===== src/rtl/timer_mic.sv =====
// timer_mic: microwave-oven MM:SS countdown timer with keypad entry and a run/pause/done FSM.
// Latency: every input strobe takes effect on the next clk rising edge; tend rises the cycle after the time reaches 00:00.
// Backpressure: none; strobes are single-cycle, and a strobe that is not accepted in that cycle is dropped.
//
// Ports:
//   clk, rst_n                   clock and async active-low reset
//   tick                         1 Hz count-enable strobe (acts only in RUN)
//   key_valid, key_digit[3:0]    keypad digit strobe (digits 0-9 only)
//   start, pause, clear          "Ligar", pause and "Cancela" strobes
//   add30                        "+30 s" strobe, present only when TIMER_MIC_ADD30_EN is defined
//   min_t, min_o, sec_t, sec_o   BCD time digits MM:SS
//   running, tend                state decodes: RUN, and DONE (end of count)
//
// Optional feature macro: TIMER_MIC_ADD30_EN (adds the add30 port and its logic).
module timer_mic (
   input  logic       clk,
   input  logic       rst_n,
   input  logic       tick,
   input  logic       key_valid,
   input  logic [3:0] key_digit,
   input  logic       start,
   input  logic       pause,
   input  logic       clear,
`ifdef TIMER_MIC_ADD30_EN
   input  logic       add30,
`endif
   output logic [3:0] min_t,
   output logic [3:0] min_o,
   output logic [3:0] sec_t,
   output logic [3:0] sec_o,
   output logic       running,
   output logic       tend
);

   typedef enum logic [1:0] {
      IDLE  = 2'd0,
      RUN   = 2'd1,
      PAUSE = 2'd2,
      DONE  = 2'd3
   } state_t;

   state_t     state, state_nxt;
   logic [3:0] min_t_nxt, min_o_nxt, sec_t_nxt, sec_o_nxt;

   logic key_ok;
   logic time_nz;

   // +30 s result, computed separately so the priority chain below stays flat
   logic       add30_hit;
   logic       add30_to_run;
   logic [3:0] a30_min_t, a30_min_o, a30_sec_t, a30_sec_o;

   assign key_ok  = key_valid && (key_digit <= 4'd9);
   assign time_nz = (min_t != 4'd0) || (min_o != 4'd0) || (sec_t != 4'd0) || (sec_o != 4'd0);

`ifdef TIMER_MIC_ADD30_EN
   logic [6:0] sec_bin;
   logic [6:0] sec_new;
   logic       min_carry;
   logic [6:0] sec_new_t;
   logic [6:0] sec_new_o;

   always_comb begin
      add30_hit    = 1'b0;
      add30_to_run = 1'b0;
      a30_min_t    = min_t;
      a30_min_o    = min_o;
      a30_sec_t    = sec_t;
      a30_sec_o    = sec_o;

      // Seconds may hold up to 99 as entered, so work in binary and convert back
      sec_bin   = ({3'd0, sec_t} * 7'd10) + {3'd0, sec_o};
      min_carry = (sec_bin >= 7'd30);
      sec_new   = min_carry ? (sec_bin - 7'd30) : (sec_bin + 7'd30);
      sec_new_t = sec_new / 7'd10;
      sec_new_o = sec_new % 7'd10;

      if (add30 && (state != DONE)) begin
         if ((state == IDLE) && !time_nz) begin
            // Quick start from an empty display: 00:30 and go
            add30_hit    = 1'b1;
            add30_to_run = 1'b1;
            a30_sec_t    = 4'd3;
            a30_sec_o    = 4'd0;
         end else if (!(min_carry && (min_t == 4'd9) && (min_o == 4'd9))) begin
            add30_hit = 1'b1;
            a30_sec_t = sec_new_t[3:0];
            a30_sec_o = sec_new_o[3:0];
            if (min_carry) begin
               if (min_o == 4'd9) begin
                  a30_min_o = 4'd0;
                  a30_min_t = min_t + 4'd1;
               end else begin
                  a30_min_o = min_o + 4'd1;
               end
            end
         end
      end
   end
`else
   assign add30_hit    = 1'b0;
   assign add30_to_run = 1'b0;
   assign a30_min_t    = 4'd0;
   assign a30_min_o    = 4'd0;
   assign a30_sec_t    = 4'd0;
   assign a30_sec_o    = 4'd0;
`endif

   always_ff @(posedge clk or negedge rst_n) begin
      if (!rst_n) begin
         state <= IDLE;
         min_t <= 4'd0;
         min_o <= 4'd0;
         sec_t <= 4'd0;
         sec_o <= 4'd0;
      end else begin
         state <= state_nxt;
         min_t <= min_t_nxt;
         min_o <= min_o_nxt;
         sec_t <= sec_t_nxt;
         sec_o <= sec_o_nxt;
      end
   end

   // Only the highest-priority event that actually applies in the current
   // state acts; an inapplicable strobe does not mask lower-priority events.
   always_comb begin
      state_nxt = state;
      min_t_nxt = min_t;
      min_o_nxt = min_o;
      sec_t_nxt = sec_t;
      sec_o_nxt = sec_o;

      if (clear) begin
         state_nxt = IDLE;
         min_t_nxt = 4'd0;
         min_o_nxt = 4'd0;
         sec_t_nxt = 4'd0;
         sec_o_nxt = 4'd0;
      end else if (start && (((state == IDLE) && time_nz) || (state == PAUSE))) begin
         // Any tick in this cycle is swallowed: counting begins on the next tick
         state_nxt = RUN;
      end else if (pause && (state == RUN)) begin
         state_nxt = PAUSE;
      end else if (add30_hit) begin
         min_t_nxt = a30_min_t;
         min_o_nxt = a30_min_o;
         sec_t_nxt = a30_sec_t;
         sec_o_nxt = a30_sec_o;
         if (add30_to_run) begin
            state_nxt = RUN;
         end
      end else if (key_ok && ((state == IDLE) || (state == DONE))) begin
         state_nxt = IDLE;
         min_t_nxt = min_o;
         min_o_nxt = sec_t;
         sec_t_nxt = sec_o;
         sec_o_nxt = key_digit;
      end else if (state == RUN) begin
         if (!time_nz) begin
            // The tick that reached 00:00 left us in RUN; finish one cycle later
            state_nxt = DONE;
         end else if (tick) begin
            if (sec_o != 4'd0) begin
               sec_o_nxt = sec_o - 4'd1;
            end else if (sec_t != 4'd0) begin
               sec_o_nxt = 4'd9;
               sec_t_nxt = sec_t - 4'd1;
            end else begin
               // Seconds exhausted, minutes are known nonzero here
               sec_t_nxt = 4'd5;
               sec_o_nxt = 4'd9;
               if (min_o != 4'd0) begin
                  min_o_nxt = min_o - 4'd1;
               end else begin
                  min_o_nxt = 4'd9;
                  min_t_nxt = min_t - 4'd1;
               end
            end
         end
      end
   end

   assign running = (state == RUN);
   assign tend    = (state == DONE);

endmodule


===== config.mk =====
export PLATFORM = sky130hd
export DESIGN_NAME = timer_mic
export DESIGN_NICKNAME = d
export VERILOG_FILES = /design/src/rtl/timer_mic.sv
export SDC_FILE = /design/constraint.sdc
export NUM_CORES = 1
export LEC_CHECK = 0
export CAP_MARGIN = 20
export CORE_ASPECT_RATIO = 2
export CORE_UTILIZATION = 45
export CTS_CLUSTER_DIAMETER = 100
export DETAILED_ROUTE_END_ITERATION = 6
export PLACE_DENSITY = 0.85
export SYNTH_ARGS = -nofsm -noshare
export SYNTH_HDL_FRONTEND = slang
export SYNTH_SLANG_ARGS = --single-unit

===== constraint.sdc =====
create_clock -name clk -period 2.1 [get_ports clk]
set_input_delay 0.42 -clock clk [delete_from_list [all_inputs] [get_ports clk]]
set_output_delay 0.42 -clock clk [all_outputs]
set_load 0.05 [all_outputs]

==> impl_metrics.py <==
metrics = {
    "synth": {
        "synth_edf_count": 0,
        "ys_types": 47,
        "syn_nets": 172,
        "yosys_register_bits": 18,
        "syn_avg_cell_area_um2": 8.99,
        "async_flop_share": 1.00,
        "yosysWarnings": 0,
        "synth-seq-area-share": 0.321,
        "synth_area_um2": 1400,
        "synthCells": 156,
        "ys.flop_type": "dfrtp_1",
    },
    "pwr": {
        "leakagePower_nw": 0.998,
        "p_per_area_nw_per_um2": 1460,
        "totalPowerFinal_mw": 3.33,
        "vdd.ir_drop.worst_mv": 1.09,
    },
    "layout": {
        "n_antenna_cell": 0,
        "num-nets-final": 248,
        "layout_common_cells": "buf_4, clkdlybuf4s50_1, nor2_1, dfrtp_2",
        "layout_commonest_cell": "buf_4",
        "drive_above_1_share": 0.472,
        "synthToLayoutAreaGrowth_pct": 63.1,
        "final_util": 0.777,
    },
    "clocking": {
        "htree_levels": 1,
        "cts.sinks": 18,
        "worstSkewPairLatency_ps": 260,
        "cts.clk_slew.worst_paths_ps": 80,
        "cts_tree": "done",
        "cts.path.max_buffers": 2,
        "cts_root_buffer": "clkbuf_8",
        "cts_buffers": 3,
    },
    "sta": {
        "final_max_slew_viol_count": 0,
        "fin_crit_sh": 1.03,
        "tightestPinTransition_ps": 507,
        "hold_ws_ps": 488,
        "max_freq_ghz": 0.464,
        "finalSetupTns_ps": -137,
        "rsz0062_at_grt": "true",
        "skew_ps": 6.81,
        "fin_crit_ps": 2160,
        "max_slew_margin": 0.661,
        "timing.final.ws_setup_ps": -56.1,
        "hold_viol": 0,
        "finalSetupViolCount": 4,
    },
    "route": {
        "drc": 0,
        "avgViaCountPerCell": 6.19,
        "drt_pass1_iterations": 4,
        "via_count": 1616,
        "wl_um": 4950,
        "ant_nets": 0,
        "wl_per_cell_um": 19.0,
        "drt_iter0_drc": 79,
    },
    "worst_setup_path": {
        "path_class": "flip-flop to flip-flop",
        "start_kind": "flip-flop",
        "path_max_fanout": 5,
        "ff2ff_setup_slack_ps": -60,
        "cp_data_arrival_time_ps": 2300,
        "critPathRequiredTime_ps": 2240,
        "worstSetupEndpointType": "flip-flop",
        "rr_worst_depth": 5,
    },
    "floorplan": {
        "start_util": 0.477,
        "core_um2": 2940,
        "fp-row-count": 28,
        "die_width_um": 41.5,
        "pin_count": 29,
        "dieArea_um2": 3360,
        "die_h_um": 81.0,
    },
    "global_route": {
        "grt_max_degree": 19,
        "antenna_found_initial": 0,
        "grt_usage": 0.307,
        "grt_first_pass_wirelength_um": 7970,
        "grt_pass1_vias": 1679,
        "grt-ovfl-total": 0,
    },
    "placement": {
        "port_buffers": 28,
        "gp_congestion": 0.950,
        "pre_cts_slack_ps": -321,
        "hpwl_um": 3580,
    },
    "worst_hold_path": {
        "hold_class": "input pin to asynchronous set/reset pin",
    },
    "outcome": {
        "violations": "setup timing",
        "status": "complete, but fails checks",
    },
    "run": {
        "cap_violations": 0,
    },
}
==> repair_timing <==
item	in CTS	in global routing
endpoints found under the hold margin	0	0
pin swaps	2	5
endpoints found under the setup margin	16	14
hold buffers	0	0
gates resized for setup	9	13
setup buffers	2	1
==> worst max-delay path: stages (launching register included) <==
cell	delay, ps
dfrtp_2	430
nor4_4	410
nand4_4	200
a31o_4	300
or3_4	400
a211o_1	290
==> area by class of cell <==
cell class | count | area (um^2)
repair buffers | 80 | 669
clock buffers | 4 | 55.1
inverters | 5 | 18.8
fillers | 201 | 656
flip-flops and latches | 18 | 468
multi-input cells | 124 | 1040
well taps | 30 | 37.5
==> Yosys cell counts, types with 2 or more instances <==
library cell / count / area [um^2]
o21ai_0: 5 / 25.0
o31ai_1: 8 / 60.1
nand3_1: 2 / 10.0
nor2_1: 16 / 60.1
nor4_1: 2 / 12.5
buf_2: 2 / 10.0
inv_1: 5 / 18.8
nor3_1: 11 / 55.1
mux2_1: 6 / 67.6
nor2b_1: 3 / 18.8
mux2i_1: 2 / 20.0
o21ai_1: 2 / 10.0
and2_1: 2 / 12.5
a211o_1: 2 / 17.5
o211ai_1: 2 / 15.0
or3_1: 3 / 18.8
a211oi_1: 4 / 30.0
ha_1: 5 / 62.6
a21oi_1: 9 / 45.0
a22o_1: 2 / 17.5
nor4_4: 2 / 42.5
nand2_1: 12 / 45.0
clkbuf_1: 7 / 26.3
dfrtp_1: 18 / 450
a311oi_1: 2 / 17.5
==> per-layer routing <==
metal | up-vias | track usage | part of all wire
met1 | 783 | 0.313 | 0.35
met4 | 0 | 0.126 | 0.040
met2 | 71 | 0.619 | 0.58
met5 | - | 0 | 0
li1 | 742 | - | -
met3 | 20 | 0.0178 | 0.029
==> state kept, by name, indices dropped and copies added, names as in the netlist <==
signal and cells:
state 2, min_t 4, sec_t 4, min_o 4, sec_o 4
==> report_power, final <==
part           switching (mW)  total, mW  internal [mW]  leakage [nW]
Clock                   0.131      0.298          0.167        0.0288
Combinational            1.34       2.40           1.06         0.752
Sequential              0.143      0.636          0.492         0.217
Total                    1.61       3.33           1.72         0.998
==> cells by family after synthesis <==
logic type / count (synthesis) / share of synthesized area
flip-flops: 18 / 0.321
AND/OR/NAND/NOR: 62 / 0.260
multiplexers: 8 / 0.0624
adder cells (fa/ha/maj): 5 / 0.0446
AO/OA/AOI/OAI: 47 / 0.260
buffers and inverters: 14 / 0.0393
XOR/XNOR: 2 / 0.0125
==> worst paths after layout <==
path	from	endpoint
worst min register to register	min_t[0]	min_t[0]
worst max register to register	sec_o[3]	sec_t[3]
worst max-delay path	sec_o[3]	sec_t[3]
min in group clk	min_t[0]	min_t[0]
worst min-delay path	rst_n	min_o[3]
max in group asynchronous	rst_n	min_o[1]
==> per-stage QoR <==
stage,instances,cell area [um^2]
2_1_floorplan,156,1490
5_1_grt,261,2290
4_1_cts,260,2220
3_3_place_gp,254,2130
3_5_place_dp,254,2130
6_report,261,2290
Power figures use the tool's default switching activity.
